==> src/rtl/uart_clk_div_n.sv <==
// Baud-rate clock generator: divides clk_in by DIV into a registered square wave
// that runs only while a frame is being transmitted and restarts at phase zero.
module uart_clk_div_n #(
    parameter int CLK_FREQ = 50_000_000,
    parameter int BAUD     = 9600
) (
    input  logic clk_in,
    input  logic rst,
    input  logic transmission_state,
    output logic clk_out
);

    localparam int DIV  = CLK_FREQ / BAUD;
    localparam int HALF = DIV / 2;
    localparam int CW   = $clog2(DIV);

    generate
        if (DIV < 2) begin : g_div_check
            $error("uart_clk_div_n: CLK_FREQ/BAUD must be at least 2");
        end
    endgenerate

    localparam logic [CW-1:0] LAST_CNT = CW'(DIV - 1);
    localparam logic [CW-1:0] RISE_CNT = CW'(HALF - 1);

    logic [CW-1:0] r_cnt;
    logic          r_clk_out;
    logic          w_last;
    logic          w_rise;

    assign w_last  = (r_cnt == LAST_CNT);
    assign w_rise  = (r_cnt == RISE_CNT);
    assign clk_out = r_clk_out;

    // Idle is treated like reset so every frame starts from the same phase.
    always_ff @(posedge clk_in) begin
        if (rst || !transmission_state) begin
            r_cnt     <= '0;
            r_clk_out <= 1'b0;
        end else if (w_last) begin
            r_cnt     <= '0;
            r_clk_out <= 1'b0;
        end else begin
            r_cnt <= r_cnt + 1'b1;
            if (w_rise) begin
                r_clk_out <= 1'b1;
            end
        end
    end

endmodule

==> config.mk <==
export PLATFORM = sky130hd
export DESIGN_NAME = uart_clk_div_n
export DESIGN_NICKNAME = d
export VERILOG_FILES = /design/src/rtl/uart_clk_div_n.sv
export SDC_FILE = /design/constraint.sdc
export NUM_CORES = 1
export LEC_CHECK = 0
export BUFFER_PORTS_ARGS = -buffer_cell sky130_fd_sc_hd__buf_2
export CORE_AREA = 2 2 39 41
export CTS_CLUSTER_DIAMETER = 150
export DETAILED_ROUTE_END_ITERATION = 7
export DIE_AREA = 0 0 41 43
export GPL_TIMING_DRIVEN = 0
export PLACE_DENSITY = 0.67
export SYNTH_ARGS = -nofsm -noshare
export SYNTH_HDL_FRONTEND = slang
export SYNTH_SLANG_ARGS = --single-unit
==> constraint.sdc <==
create_clock -name clk_in -period 1.9 [get_ports clk_in]
set_clock_uncertainty 0.05 [all_clocks]
set_input_delay 0.38 -clock clk_in [delete_from_list [all_inputs] [get_ports clk_in]]
set_output_delay 0.38 -clock clk_in [all_outputs]
set_load 0.1 [all_outputs]
==> reports/results.ini <==
[status]
outcome = complete, no violations

[pwr]
power_frac_clock = 0.343
leakage_uw = 0.000240
p_sw_uw = 103
intPower_uw = 378
pwr-share-seq = 0.620
p_sw_frac = 0.214
combPwrFrac = 0.037
ir_worst_vdd_mv = 0.436
powerDensity_mw_per_mm2 = 626

[setup_path]
start_kind = register
crit_slowest_cell = or4_1
critical-path-max-stage-delay_ns = 0.47
cp_cell_sequence = ha_1 > or4b_1 > or4_1 > a21oi_1
critical_path_required_ns = 2.06
crit_fanout = 5
worst-path-buf-inv = 0
critPathArrivalTime_ns = 1.93
crit_path_end_kind = register
crit_type = register to register
cp_top_family = simple AND/OR/NAND/NOR gates

[cells_and_area]
num_antenna_cells = 0
final_core_util = 0.555
area_growth_pct = 9.84
layout.cells.non_filler = 99
drive_gt1_frac = 0.181
most-common-layout-cells = dfxtp_1, a21oi_1, nand4_1, or4_1, nor2_1
final_net_count = 90
fillCellCount = 142
mostFrequentLayoutCell = dfxtp_1

[sta]
drv_slew = 0
slew_headroom = 0.681
timing.final.crit_share = 0.929
tightest_slew_ns = 0.481
hold_viol_final = 0
max_clock_freq_ghz = 0.567
hold_slack_ns = 0.389
tns_ns = 0
period_minus_slack_ns = 1.77
rsz0062_at_grt = no
setup_violations = 0

[placed_design]
portBuffers = 3
place.gp.congestion = 0.737
dp_hpwl_um = 885
dp.cells = 95

[detailed_routing]
wl_per_cell_um = 13.0
ant_nets = 0
viasPerCell = 5.84
dr_total_vias = 578
wl_mm = 1.29
drc_errors = 0
first_pass_iters = 4
drt_iter0_markers = 14

[synthesis]
synth_top_area_share = 0.401
synth_ff_type = dfxtp_1
synth_area_leaders = dfxtp_1, a21oi_1, or4_1, nand4_1, o31ai_1
synth_edf_count = 0
yosys.area.top_type = dfxtp_1
synth_area_per_cell_um2 = 9.20
synthCells = 76
ys_ff_latch = 14
netlist_area_um2 = 699
ys_warn_count = 0
syn_nets = 81
async_flop_share = 0
ys_types = 26
ys_seq_area_frac = 0.401

[clocking]
cts_tree = yes
clkTransAtPathRegs_ns = 0.07
cts_sinks = 14
clock_latency_ns = 0.28
cts_htree_levels = 1
hold_buffers = 0
numCtsBuffers = 3
root_buffer = clkbuf_4
cts_buffer_depth = 2

[global_route]
grtUsageTotal = 0.181
grt_pass1_wl_mm = 2.13
grt_overflow = 0
grt_pass1_vias = 493
antenna_found_initial = 0
grt_max_degree = 11

[die]
core_area_mm2 = 0.00138
fp-row-count = 14
die_x_um = 41
die_h_um = 43
initial_utilization = 0.505
die-area_mm2 = 0.00176
ios = 4

[flow_run]
max-cap-violations = 0

[hold_path]
worstHoldPathType = register to register

## power groups by stage
stage | clock (uW) | sequential, uW | combinational (uW)
floorplan | 0 | 304 | 10.9
global placement | 0 | 305 | 15.3
detailed placement | 0 | 305 | 15.4
CTS | 168 | 298 | 15.4
global route | 177 | 299 | 19.5
finish | 165 | 298 | 17.7
## layer usage
metal,part of all wire,GRT usage,vias to the layer above
met5,0,0,-
met4,0.033,0.120,0
met3,0.037,0.0314,5
met2,0.42,0.234,11
met1,0.51,0.264,261
li1,-,-,301
## path summary, 6_finish.rpt
kind                                from      end  slack, ns  cells past startpoint
worst max-delay path            r_cnt[1]  clk_out       0.13                      4
worst min-delay path             clk_out  clk_out       0.39                      2
worst max register to register  r_cnt[1]  clk_out       0.13                      4
worst min register to register   clk_out  clk_out       0.39                      2
## cells by family after synthesis
group                    after synthesis  synth area share
XOR/XNOR                               3            0.0376
adder cells (fa/ha/maj)                2            0.0358
AND/OR/NAND/NOR                       33             0.304
flip-flops                            14             0.401
buffers and inverters                  6            0.0465
AO/OA/AOI/OAI                         18             0.175
## metrics by stage
| stage | setup WS [ns] | cell area (um^2) | total power, uW |
|---|---|---|---|
| 6_report | 0.135 | 768 | 481 |
| 4_1_cts | 0.00968 | 757 | 481 |
| 3_5_place_dp | 0.0170 | 734 | 320 |
| 5_1_grt | 0.0171 | 768 | 495 |
| 2_1_floorplan | 0.212 | 699 | 315 |
| 3_3_place_gp | 0.0233 | 734 | 320 |
## synthesized netlist by cell type (all sizes together) (2+ instances only)
cell type / n
xor2: 2
inv: 2
a21oi: 9
or3: 4
nor2: 5
clkbuf: 2
nand2: 3
nand4: 5
buf: 2
o21ai: 4
ha: 2
o31ai: 4
nand3: 5
dfxtp: 14
or4: 5
## state kept, by name (all words and copies together), names as in the netlist
signal	count
clk_out	1
r_cnt	13
## worst register-to-register path, cell delays in order (launching register included)
cell     delay (ns)
dfxtp_1        0.40
ha_1           0.22
or4b_1         0.43
or4_1          0.47
a21oi_1        0.14
## layout make-up
type                       count  area, um^2  area share
multi-input combinational     56         387       0.503
sequential                    14         282       0.366
buffer                         4        27.5      0.0358
clock buffer                   3        22.5      0.0293
timing repair buffer           4        22.5      0.0293
tap                           16        20.0      0.0261
inverter                       2        7.51     0.00977
## what timing repair did
action,4_1_cts,5_1_grt
setup buffers,0,1
setup endpoints to repair,0,11
gates resized for setup,0,3
(Power assumes the default switching activity.)
